File: config.mk
export PLATFORM = sky130hd
export DESIGN_NAME = reg_file_param
export DESIGN_NICKNAME = d
export VERILOG_FILES = /design/src/rtl/reg_file_pkg.sv /design/src/rtl/reg_file_cmd_dec.sv /design/src/rtl/reg_file_param.sv
export SDC_FILE = /design/constraint.sdc
export NUM_CORES = 1
export LEC_CHECK = 0
export ABC_AREA = 1
export CAP_MARGIN = 15
export CORE_MARGIN = 5
export CORE_UTILIZATION = 55
export DETAILED_ROUTE_END_ITERATION = 8
export GPL_ROUTABILITY_DRIVEN = 0
export PLACE_DENSITY = 0.81
export SKIP_CTS_REPAIR_TIMING = 1
export SYNTH_ARGS = -nofsm -noshare
export SYNTH_HDL_FRONTEND = slang
export SYNTH_SLANG_ARGS = --single-unit
export TNS_END_PERCENT = 5
File: constraint.sdc
create_clock -name CLK -period 3 [get_ports CLK]
set_clock_uncertainty 0.15 [all_clocks]
set_input_delay 0.9 -clock CLK [delete_from_list [all_inputs] [get_ports CLK]]
set_output_delay 0.9 -clock CLK [all_outputs]
set_load 0.1 [all_outputs]
File: src/rtl/reg_file_pkg.sv
// Shared constants and helpers for the system register file: default UART
// configuration values, names of the exported entries and the parity function.
package reg_file_pkg;

  localparam logic [7:0] CFG_RST      = 8'h41;
  localparam logic [7:0] PRESCALE_RST = 8'h20;

  typedef enum int unsigned {
    REG_ALU_A    = 0,
    REG_ALU_B    = 1,
    REG_UART_CFG = 2,
    REG_DIV      = 3
  } reg_idx_e;

  // Zero-extension leaves parity unchanged, so any entry up to 64 bits fits.
  function automatic logic even_parity(input logic [63:0] d);
    return ^d;
  endfunction

endpackage

File: src/rtl/reg_file_cmd_dec.sv
// Command decoder: classifies WrEn/RdEn/Address into a legal write, a legal
// read, an out-of-range read (which clears RdData) and a command error.
module reg_file_cmd_dec
  import reg_file_pkg::*;
#(
  parameter int ADDR_W = 4,
  parameter int DEPTH  = 16
) (
  input  logic              WrEn,
  input  logic              RdEn,
  input  logic [ADDR_W-1:0] Address,
  output logic              wr_ok,
  output logic              rd_ok,
  output logic              rd_oor,
  output logic              err
);

  logic in_range;

  // Widen by one bit so DEPTH == 2**ADDR_W compares correctly.
  assign in_range = ({1'b0, Address} < (ADDR_W + 1)'(DEPTH));

  assign wr_ok  = WrEn & ~RdEn & in_range;
  assign rd_ok  = RdEn & ~WrEn & in_range;
  assign rd_oor = RdEn & ~WrEn & ~in_range;
  assign err    = (WrEn & RdEn) | ((WrEn | RdEn) & ~in_range);

endmodule

File: src/rtl/reg_file_param.sv
// Parametrised system register file with per-entry reset values, read-only
// entries and exported configuration. Optional parity: REG_FILE_PARITY_EN.
module reg_file_param
  import reg_file_pkg::*;
#(
  parameter int                        DATA_W   = 8,
  parameter int                        DEPTH    = 16,
  parameter int                        ADDR_W   = 4,
  parameter int                        NUM_EXP  = 4,
  parameter logic [DEPTH*DATA_W-1:0]   RST_VALS = (DEPTH*DATA_W)'({PRESCALE_RST, CFG_RST, 16'h0000}),
  parameter logic [DEPTH-1:0]          RO_MASK  = '0
) (
  input  logic                      CLK,
  input  logic                      RST,
  input  logic                      WrEn,
  input  logic                      RdEn,
  input  logic [ADDR_W-1:0]         Address,
  input  logic [DATA_W-1:0]         WrData,
  output logic [DATA_W-1:0]         RdData,
  output logic                      RdData_valid,
  output logic                      Cmd_err,
  output logic [NUM_EXP*DATA_W-1:0] REG_EXP
);

  logic              wr_ok, rd_ok, rd_oor, dec_err;
  logic [DATA_W-1:0] mem_reg [DEPTH];
  logic [DATA_W-1:0] rst_val [DEPTH];
  logic [DATA_W-1:0] rd_word;
  logic [DATA_W-1:0] rd_data_reg;
  logic              rd_valid_reg, cmd_err_reg, cmd_err_next;

  reg_file_cmd_dec #(
    .ADDR_W (ADDR_W),
    .DEPTH  (DEPTH)
  ) u_cmd_dec (
    .WrEn    (WrEn),
    .RdEn    (RdEn),
    .Address (Address),
    .wr_ok   (wr_ok),
    .rd_ok   (rd_ok),
    .rd_oor  (rd_oor),
    .err     (dec_err)
  );

  genvar gi;
  generate
    for (gi = 0; gi < DEPTH; gi++) begin : g_rst_val
      assign rst_val[gi] = RST_VALS[gi*DATA_W +: DATA_W];
    end
    for (gi = 0; gi < NUM_EXP; gi++) begin : g_exp
      assign REG_EXP[gi*DATA_W +: DATA_W] = mem_reg[gi];
    end
  endgenerate

  // Read-only entries are never assigned outside reset, so they fold to constants.
  always_ff @(posedge CLK or negedge RST) begin
    if (!RST) begin
      for (int i = 0; i < DEPTH; i++) mem_reg[i] <= rst_val[i];
    end else begin
      for (int i = 0; i < DEPTH; i++)
        if (wr_ok && !RO_MASK[i] && Address == ADDR_W'(i)) mem_reg[i] <= WrData;
    end
  end

  always_comb begin
    rd_word = '0;
    for (int i = 0; i < DEPTH; i++)
      if (Address == ADDR_W'(i)) rd_word = mem_reg[i];
  end

`ifdef REG_FILE_PARITY_EN
  logic [DEPTH-1:0] par_reg;
  logic             rd_par;

  always_ff @(posedge CLK or negedge RST) begin
    if (!RST) begin
      for (int i = 0; i < DEPTH; i++) par_reg[i] <= even_parity(64'(rst_val[i]));
    end else begin
      for (int i = 0; i < DEPTH; i++)
        if (wr_ok && !RO_MASK[i] && Address == ADDR_W'(i))
          par_reg[i] <= even_parity(64'(WrData));
    end
  end

  always_comb begin
    rd_par = 1'b0;
    for (int i = 0; i < DEPTH; i++)
      if (Address == ADDR_W'(i)) rd_par = par_reg[i];
  end

  // A corrupted entry is still returned, flagged by Cmd_err alongside the valid pulse.
  assign cmd_err_next = dec_err | (rd_ok & (even_parity(64'(rd_word)) != rd_par));
`else
  assign cmd_err_next = dec_err;
`endif

  always_ff @(posedge CLK or negedge RST) begin
    if (!RST) begin
      rd_data_reg  <= '0;
      rd_valid_reg <= 1'b0;
      cmd_err_reg  <= 1'b0;
    end else begin
      rd_valid_reg <= rd_ok;
      cmd_err_reg  <= cmd_err_next;
      if (rd_ok)
        rd_data_reg <= rd_word;
      else if (rd_oor)
        rd_data_reg <= '0;
    end
  end

  assign RdData       = rd_data_reg;
  assign RdData_valid = rd_valid_reg;
  assign Cmd_err      = cmd_err_reg;

endmodule

==> results of run 1 <==
==> layout make-up <==
class,count,area share
well taps,140,0.0240
clock inverters,7,0.00893
clock buffers,25,0.0680
multi-input cells,517,0.313
repair buffers,80,0.0923
flip-flops and latches,138,0.474
inverters,37,0.0191
==> per-stage QoR <==
stage | cells | setup WS (ns) | total power [uW] | hold WS, ns
2_1_floorplan | 752 | 0.795 | 3630 | 0.295
3_3_place_gp | 912 | -0.183 | 3910 | 0.310
3_5_place_dp | 912 | -0.203 | 3960 | 0.317
4_1_cts | 944 | 0.221 | 5930 | 0.249
5_1_grt | 944 | 0.0336 | 6170 | 0.263
6_report | 944 | 0.188 | 5930 | 0.242
==> worst reg2reg max path: cells and delay by family, from the launching register on <==
family | cells | cell delay (ns)
flops | 1 | 0.42
simple gates | 10 | 1.18
==> power by group <==
group          internal [uW]  switching, uW  leakage, uW
combinational            344           1150      0.00143
clock                   1220            763     0.000273
sequential              2210            245      0.00178
total                   3780           2160      0.00349
==> worst min path at each step <==
stage                            start                 endpoint  cells past startpoint
2_1_floorplan  mem_reg[25]$_DFFE_PN0P_  mem_reg[25]$_DFFE_PN0P_                      2
3_5_place_dp   mem_reg[67]$_DFFE_PN0P_  mem_reg[67]$_DFFE_PN0P_                      2
5_1_grt                            RST  mem_reg[87]$_DFFE_PN0P_                      1
3_3_place_gp   mem_reg[67]$_DFFE_PN0P_  mem_reg[67]$_DFFE_PN0P_                      2
6_report                           RST  mem_reg[88]$_DFFE_PN0P_                      1
4_1_cts                            RST  mem_reg[88]$_DFFE_PN0P_                      1
==> cells in the mapped netlist, drive strengths merged <==
cell type / number / area (sq um)
clkbuf: 25 / 93.8
buf: 35 / 258
a21oi: 13 / 65.1
o21ai: 128 / 641
dfstp: 3 / 78.8
nand3: 24 / 120
dfrtp: 135 / 3380
nor3b: 2 / 15.0
nor2: 69 / 297
or2: 7 / 43.8
nand4: 24 / 150
nand2: 250 / 948
inv: 37 / 139
==> routing by layer <==
layer  vias to the layer above  share of wire
met5                         -              0
met3                        40          0.078
met1                      2620           0.41
li1                       2486              -
met2                       259           0.49
met4                         0          0.024
==> cells by family after synthesis <==
group / after synthesis / share of synthesized area
and+or+nand+nor: 376 / 0.253
AOI/OAI and AO/OA: 141 / 0.113
DFF: 138 / 0.555
buffers and inverters: 97 / 0.0788
==> results.toml, run 1 <==
[finish]
area.sequential_sq_mm = 0.00346
drive_gt1_frac = 0.144
largest_register_ffs = 96
fill_cells = 846
layout.cells.most_common_list = "sky130_fd_sc_hd__nand2_1, sky130_fd_sc_hd__dfrtp_1, sky130_fd_sc_hd__o21ai_0"
final_common_cell = "sky130_fd_sc_hd__nand2_1"
p_r_area_growth_vs_syn_pct = 17.1
multi_input_comb_area_sq_mm = 0.00228
nets = 807
final_area_sq_mm = 0.00729
finalCoreUtilization = 0.664
num_antenna_cells = 0

[critical_path]
setup.worst_path.end_class = "register"
crit_path_capture = "RdData[7]$_DFFE_PN0P_"
timing.critical_path.slowest_cell_delay_ns = 0.57
r2r_start = "REG_EXP[6]$_DFFE_PN0P_"
r2r_setup_slack_ns = 1.13
crit_path_cell_trace = "clkdlybuf4s50_1 > nor2_2 > buf_12 > buf_4 > nand3_1 > nand3_1 > nor2_2 > nand4_1 > nand2_1 > nand4_1 > nor2_1 > nand4_1 > nor2_1 > nor2_1"
critical_path.reg2reg.endpoint = "RdData[6]$_DFFE_PN0P_"
worst-endpoint-required_ns = 3.16
kind_of_cell_with_the_highest_combined_delay_on_the_critical_path = "simple AND/OR/NAND/NOR gates"
crit_slowest_cell = "sky130_fd_sc_hd__clkdlybuf4s50_1"
worstSetupStartpointType = "primary input"
setup.worst_path.start = "Address[2]"
worst-path-stages = 14
cp.arrival_ns = 2.97
setup.worst_path.class = "in2reg"
cp.buffers_inverters = 3
r2r.worst_path.cells = 10
critical_path_peak_fanout = 9

[grt]
maximum_number_of_pins_on_one_net_before_global_route_repair = 83
globalRoute.busiestLayer = "met2"
grt_use_met2 = 0.418
grt_first_pass_wirelength_microns = 26900
grt_util_met1 = 0.346
grtUsageMet3 = 0.0591
grt_use_total = 0.259
antenna_violations_before_repair = 0
globalRouteOverflowTotal = 0
first_global_vias = 5230

[timing]
finalHoldViolCount = 0
final_period_minus_worst_setup_slack_ns = 2.81
transition_time_at_the_pin_with_the_least_slew_margin_ns = 0.715
setup_tns_ns = 0
share_of_the_clock_period_used_by_the_worst_path = 0.937
timing_max_transition_violations_final = 0
setup_viol = 0
unrepaired_setup_endpoints_after_global_routing = "no"
worst_slew_margin_rel = 0.523
max_clk_rate_mhz = 356

[power_and_ir_drop]
power_per_cell_area_mw_per_mm2 = 814
worst_ir_drop_vdd_mv = 0.601
p_leak_uw = 0.00349

[yosys]
post_synth_instance_area_sq_mm = 0.00623
synth.net_count = 768
synth_seq_cells = 138
synth.lib_cells_used.distinct = 19
count_of_mapped_cells_out_of_synthesis = 752
synth.yosys.seq_area_share = 0.555
avgSynthCellArea_sq_um = 8.28
yosys_warnings = 0

[clock_tree]
cts.sinks = 138
tritoncts_clock_tree = "built"
clock_tree.root_cell = "sky130_fd_sc_hd__clkbuf_16"
clk-insertion-delay-late_ns = 0.42
cts.htree.levels = 4
clk_pin_slew_worst_paths_ns = 0.06
num_cts_buffers = 17
cts-root-to-sink-buffers = 2

[floorplanning]
die_y_microns = 116
initial_utilization = 0.567
placeableCoreArea_sq_mm = 0.0110
chipWidth_microns = 116
row_count = 38
ports_placed_on_the_boundary = 58
dieArea_sq_mm = 0.0136

[routing]
detail-route-antenna-nets = 0
first_iter_violations = 815
post-route-drc-count = 0
dr.pass1.iters = 7
num_vias = 5405
detail_route.vias_per_cell = 5.73
routed_wirelength_microns = 16500
wire_per_inst_microns = 17.5

[hold_path]
holdCritPathClass = "in2async"

[place]
dpl.hpwl_microns = 10800
placed_area_sq_mm = 0.00672
total_of_buffers_placed_on_input_and_output_ports = 57

[outcome]
run_status = "complete, no violations"

[flow_run]
max_cap_viol_count = 0
Power figures use the tool's default switching activity.
==> run 2, diff against run 1 <==
REMOVE_ABC_BUFFERS = 1   (was default)
==> results.toml, run 2 (synthesis gave the netlist of run 1 again) <==
[floorplanning]
chipWidth_microns = 116
row_count = 38
placeableCoreArea_sq_mm = 0.0110
initial_utilization = 0.567
ports_placed_on_the_boundary = 58
die_y_microns = 116
dieArea_sq_mm = 0.0136

[timing]
unrepaired_setup_endpoints_after_global_routing = "no"
transition_time_at_the_pin_with_the_least_slew_margin_ns = 0.706
slack_of_the_critical_path_ns = 0.294
final_period_minus_worst_setup_slack_ns = 2.71
hold_ws_ns = 0.333
timing_max_transition_violations_final = 0
share_of_the_clock_period_used_by_the_worst_path = 0.902
max_clk_rate_mhz = 370
setup_viol = 0
worst_slew_margin_rel = 0.529
finalHoldViolCount = 0

[finish]
final_area_sq_mm = 0.00737
fin_cells = 949
p_r_area_growth_vs_syn_pct = 18.3
num_antenna_cells = 0
nets = 812
largest_register_ffs = 96
final_common_cell = "sky130_fd_sc_hd__nand2_1"
layout.cells.most_common_list = "sky130_fd_sc_hd__nand2_1, sky130_fd_sc_hd__dfrtp_1, sky130_fd_sc_hd__o21ai_0"
fill_cells = 852
drive_gt1_frac = 0.148

[power_and_ir_drop]
power_per_cell_area_mw_per_mm2 = 824
total_power_uw = 6070
worst_ir_drop_vdd_mv = 0.579
p_leak_uw = 0.00354

[clock_tree]
cts.sinks = 138
clk-insertion-delay-late_ns = 0.42
num_cts_buffers = 17
cts.htree.levels = 4
clk_pin_slew_worst_paths_ns = 0.05
cts-root-to-sink-buffers = 2
tritoncts_clock_tree = "built"
clock_tree.root_cell = "sky130_fd_sc_hd__clkbuf_16"

[place]
post-place-cells = 917
dp_worst_setup_slack_ns = -0.0878
total_of_buffers_placed_on_input_and_output_ports = 57
placed_area_sq_mm = 0.00676
dpl.hpwl_microns = 10800

[critical_path]
setup.worst_path.end_class = "register"
worstSetupStartpointType = "primary input"
worst-endpoint-required_ns = 3.16
critical_path_peak_fanout = 7
setup.worst_path.class = "in2reg"
cp.arrival_ns = 2.87

[routing]
num_vias = 5362
routed_wirelength_microns = 16400
post-route-drc-count = 0
first_iter_violations = 581
detail-route-antenna-nets = 0
detail_route.vias_per_cell = 5.65
dr.pass1.iters = 5
wire_per_inst_microns = 17.3

[outcome]
run_status = "complete, no violations"

[grt]
first_global_vias = 5273
globalRouteOverflowTotal = 0
antenna_violations_before_repair = 0
grt_use_total = 0.261
grt_first_pass_wirelength_microns = 27100
maximum_number_of_pins_on_one_net_before_global_route_repair = 49

[flow_run]
max_cap_viol_count = 0

[hold_path]
holdCritPathClass = "reg2reg"
run 2: changes by cell type in the layout (fill, tap and decap cells not counted), sizes merged:
cell,previous run,this run
buf,66,71
bufinv,1,3
clkinvlp,2,0
clkbuf,25,24
clkinv,4,5
run 2: report_power, final:
part / switching [uW] / internal (uW) / total (uW)
Sequential: 244 / 2210 / 2450
Clock: 734 / 1390 / 2120
Combinational: 1150 / 346 / 1500
Total: 2130 / 3940 / 6070
run 2: worst paths after layout:
check | start | end | slack, ns | cells after the start
max | Address[0] | RdData[4]$_DFFE_PN0P_ | 0.29 | 13
min | mem_reg[89]$_DFFE_PN0P_ | mem_reg[89]$_DFFE_PN0P_ | 0.33 | 2
min reg2reg | mem_reg[89]$_DFFE_PN0P_ | mem_reg[89]$_DFFE_PN0P_ | 0.33 | 2
max in group asynchronous | RST | mem_reg[25]$_DFFE_PN0P_ | 1.54 | 2
max reg2reg | REG_EXP[4]$_DFFE_PN0P_ | RdData[4]$_DFFE_PN0P_ | 1.25 | 10
min in group asynchronous | RST | REG_EXP[26]$_DFFE_PN0P_ | 0.36 | 1
run 2: metrics by stage:
step                utilization  setup TNS [ns]
floorplan                     -               0
global placement          0.616          -0.213
detailed placement        0.616          -0.274
CTS                       0.671               0
global route              0.671               0
finish                    0.671               0
run 2: cell type report:
| class | count | area [sq um] | share of cell area |
|---|---|---|---|
| Clock buffer | 24 | 492 | 0.0667 |
| Clock inverter | 8 | 115 | 0.0156 |
| Inverter | 37 | 139 | 0.0188 |
| Multi-Input combinational cell | 517 | 2280 | 0.309 |
| Sequential cell | 138 | 3460 | 0.469 |
| Tap cell | 140 | 175 | 0.0238 |
| Timing Repair Buffer | 85 | 711 | 0.0965 |
run 2: layer usage:
metal,vias to the layer above,wire length [microns],track usage
met5,-,0,0
met4,0,364,0.107
met3,35,1370,0.0663
met2,268,7740,0.413
met1,2570,6900,0.347
li1,2489,-,-
run 2: worst max-delay path, stage by stage:
cell and delay [ns]:
sky130_fd_sc_hd__clkdlybuf4s50_1 0.50, sky130_fd_sc_hd__nand2_1 0.22, sky130_fd_sc_hd__inv_1 0.10, sky130_fd_sc_hd__nand2_1 0.19, sky130_fd_sc_hd__nor2_1 0.06, sky130_fd_sc_hd__nor2_1 0.15, sky130_fd_sc_hd__nand4_1 0.13, sky130_fd_sc_hd__nand2_1 0.11
sky130_fd_sc_hd__nand4_1 0.11, sky130_fd_sc_hd__nor2_1 0.15, sky130_fd_sc_hd__nand4_1 0.12, sky130_fd_sc_hd__nand2_1 0.09, sky130_fd_sc_hd__nand2_1 0.04
==> run 3, diff against run 2 <==
CORE_MARGIN = 2   (was 5)
==> results.toml, run 3 (synthesis gave the netlist of run 1 again) <==
[clock_tree]
clock_tree.root_cell = "sky130_fd_sc_hd__clkbuf_16"
cts.htree.levels = 4
cts.sinks = 138
cts-root-to-sink-buffers = 2
clk-insertion-delay-late_ns = 0.42
num_cts_buffers = 17
tritoncts_clock_tree = "built"
clk_pin_slew_worst_paths_ns = 0.06

[floorplanning]
initial_utilization = 0.569
row_count = 38
die_y_microns = 110
dieArea_sq_mm = 0.0122
placeableCoreArea_sq_mm = 0.0109
chipWidth_microns = 110
ports_placed_on_the_boundary = 58

[critical_path]
worstSetupStartpointType = "primary input"
cp.buffers_inverters = 3
crit_slowest_cell = "sky130_fd_sc_hd__clkdlybuf4s50_1"
setup.worst_path.class = "in2reg"
kind_of_cell_with_the_highest_combined_delay_on_the_critical_path = "simple AND/OR/NAND/NOR gates"
r2r_setup_slack_ns = 1.15
r2r_start = "REG_EXP[7]$_DFFE_PN0P_"
critical_path.reg2reg.endpoint = "RdData[7]$_DFFE_PN0P_"
setup.worst_path.end_class = "register"
crit_path_cell_trace = "clkdlybuf4s50_1 > nor2_1 > buf_4 > buf_4 > nand3_1 > nand3_1 > nor2_1 > nand4_1 > nand2_1 > nand4_1 > nor2_1 > nand4_1 > nor2_1 > nor2_1"
critical_path_peak_fanout = 7
critPathMostFrequentCell = "sky130_fd_sc_hd__nor2_1"
timing.critical_path.slowest_cell_delay_ns = 0.57
r2r.worst_path.cells = 10
worst-endpoint-required_ns = 3.16
cp.arrival_ns = 3.03

[grt]
globalRoute.busiestLayer = "met2"
grt_use_met2 = 0.431
grtUsageMet3 = 0.0785
antenna_violations_before_repair = 0
first_global_vias = 5274
grt_first_pass_wirelength_microns = 27300
grt_util_met1 = 0.388
globalRouteOverflowTotal = 0
maximum_number_of_pins_on_one_net_before_global_route_repair = 54
grt_use_total = 0.284

[finish]
layout.cells.most_common_list = "sky130_fd_sc_hd__nand2_1, sky130_fd_sc_hd__dfrtp_1, sky130_fd_sc_hd__o21ai_0"
final_area_sq_mm = 0.00739
largest_register_ffs = 96
area.sequential_sq_mm = 0.00346
num_antenna_cells = 0
fin_cells = 949
drive_gt1_frac = 0.151
multi_input_comb_area_sq_mm = 0.00228
nets = 812
final_common_cell = "sky130_fd_sc_hd__nand2_1"
p_r_area_growth_vs_syn_pct = 18.6
fill_cells = 809
finalCoreUtilization = 0.675

[power_and_ir_drop]
worst_ir_drop_vdd_mv = 0.637
total_power_uw = 6210
power_per_cell_area_mw_per_mm2 = 840
p_leak_uw = 0.00354

[timing]
unrepaired_setup_endpoints_after_global_routing = "no"
setup_tns_ns = 0
final_period_minus_worst_setup_slack_ns = 2.87
max_clk_rate_mhz = 349
transition_time_at_the_pin_with_the_least_slew_margin_ns = 0.698
finalHoldViolCount = 0
setup_viol = 0
worst_slew_margin_rel = 0.534
timing_max_transition_violations_final = 0
share_of_the_clock_period_used_by_the_worst_path = 0.956

[routing]
num_vias = 5452
wire_per_inst_microns = 17.6
detail-route-antenna-nets = 0
routed_wirelength_microns = 16700
first_iter_violations = 643
detail_route.vias_per_cell = 5.74
post-route-drc-count = 0
dr.pass1.iters = 6

[flow_run]
max_cap_viol_count = 0

[place]
post-place-cells = 917
total_of_buffers_placed_on_input_and_output_ports = 57
placed_area_sq_mm = 0.00675
dpl.hpwl_microns = 11000

[outcome]
run_status = "complete, no violations"

[hold_path]
worst_hold_startpoint = "mem_reg[89]$_DFFE_PN0P_"
holdCritPathClass = "reg2reg"
min_delay_worst_endpoint = "mem_reg[89]$_DFFE_PN0P_"
whs_path_depth = 2
-- run 3: cell types whose count changed in the layout (fill, tap and decap cells not counted), sizes merged --
cell      before  now
bufinv         3    4
clkinv         5    3
clkinvlp       0    3
inv           37   38
clkbuf        24   21
-- run 3: how the worst max path moves through the flow --
| stage | slack, ns | startpoint | end | cells past startpoint |
|---|---|---|---|---|
| floorplan | 0.54 | WrEn | REG_EXP[29]$_DFFE_PN1P_ | 4 |
| global placement | -0.11 | Address[1] | RdData[7]$_DFFE_PN0P_ | 14 |
| detailed placement | -0.14 | Address[0] | RdData[7]$_DFFE_PN0P_ | 14 |
| CTS | 0.20 | Address[1] | RdData[7]$_DFFE_PN0P_ | 14 |
| global route | 0.04 | Address[1] | RdData[7]$_DFFE_PN0P_ | 14 |
| finish | 0.13 | Address[1] | RdData[7]$_DFFE_PN0P_ | 14 |
-- run 3: cell type report --
cell class                 count  area share
sequential                   138       0.468
multi-input combinational    517       0.309
inverter                      37      0.0188
timing repair buffer          85      0.0945
clock buffer                  21      0.0637
tap                          140      0.0237
clock inverter                11      0.0225
-- run 3: worst reg2reg max path, cell delays in order, from the launching register on --
cell and delay [ns]:
sky130_fd_sc_hd__dfrtp_1 0.40, sky130_fd_sc_hd__nand3_1 0.11, sky130_fd_sc_hd__nand3_1 0.12, sky130_fd_sc_hd__nor2_1 0.13
sky130_fd_sc_hd__nand4_1 0.12, sky130_fd_sc_hd__nand2_1 0.10, sky130_fd_sc_hd__nand4_1 0.07, sky130_fd_sc_hd__nor2_1 0.18
sky130_fd_sc_hd__nand4_1 0.14, sky130_fd_sc_hd__nor2_1 0.16, sky130_fd_sc_hd__nor2_1 0.06
-- run 3: layer usage --
layer | routed length [microns] | up-vias
li1 | - | 2492
met1 | 6880 | 2591
met2 | 7690 | 312
met3 | 1530 | 57
met4 | 610 | 0
met5 | 0 | -
-- run 3: power breakdown --
group          total (uW)  internal (uW)  switching, uW
clock network        2240           1450            789
logic                1500            347           1150
registers            2470           2210            257
-- run 3: metrics by stage --
step	hold WS, ns	worst slack [ns]
4_1_cts	0.334	0.200
5_1_grt	0.351	0.0380
3_3_place_gp	0.311	-0.111
2_1_floorplan	0.295	0.538
6_report	0.331	0.132
3_5_place_dp	0.319	-0.137
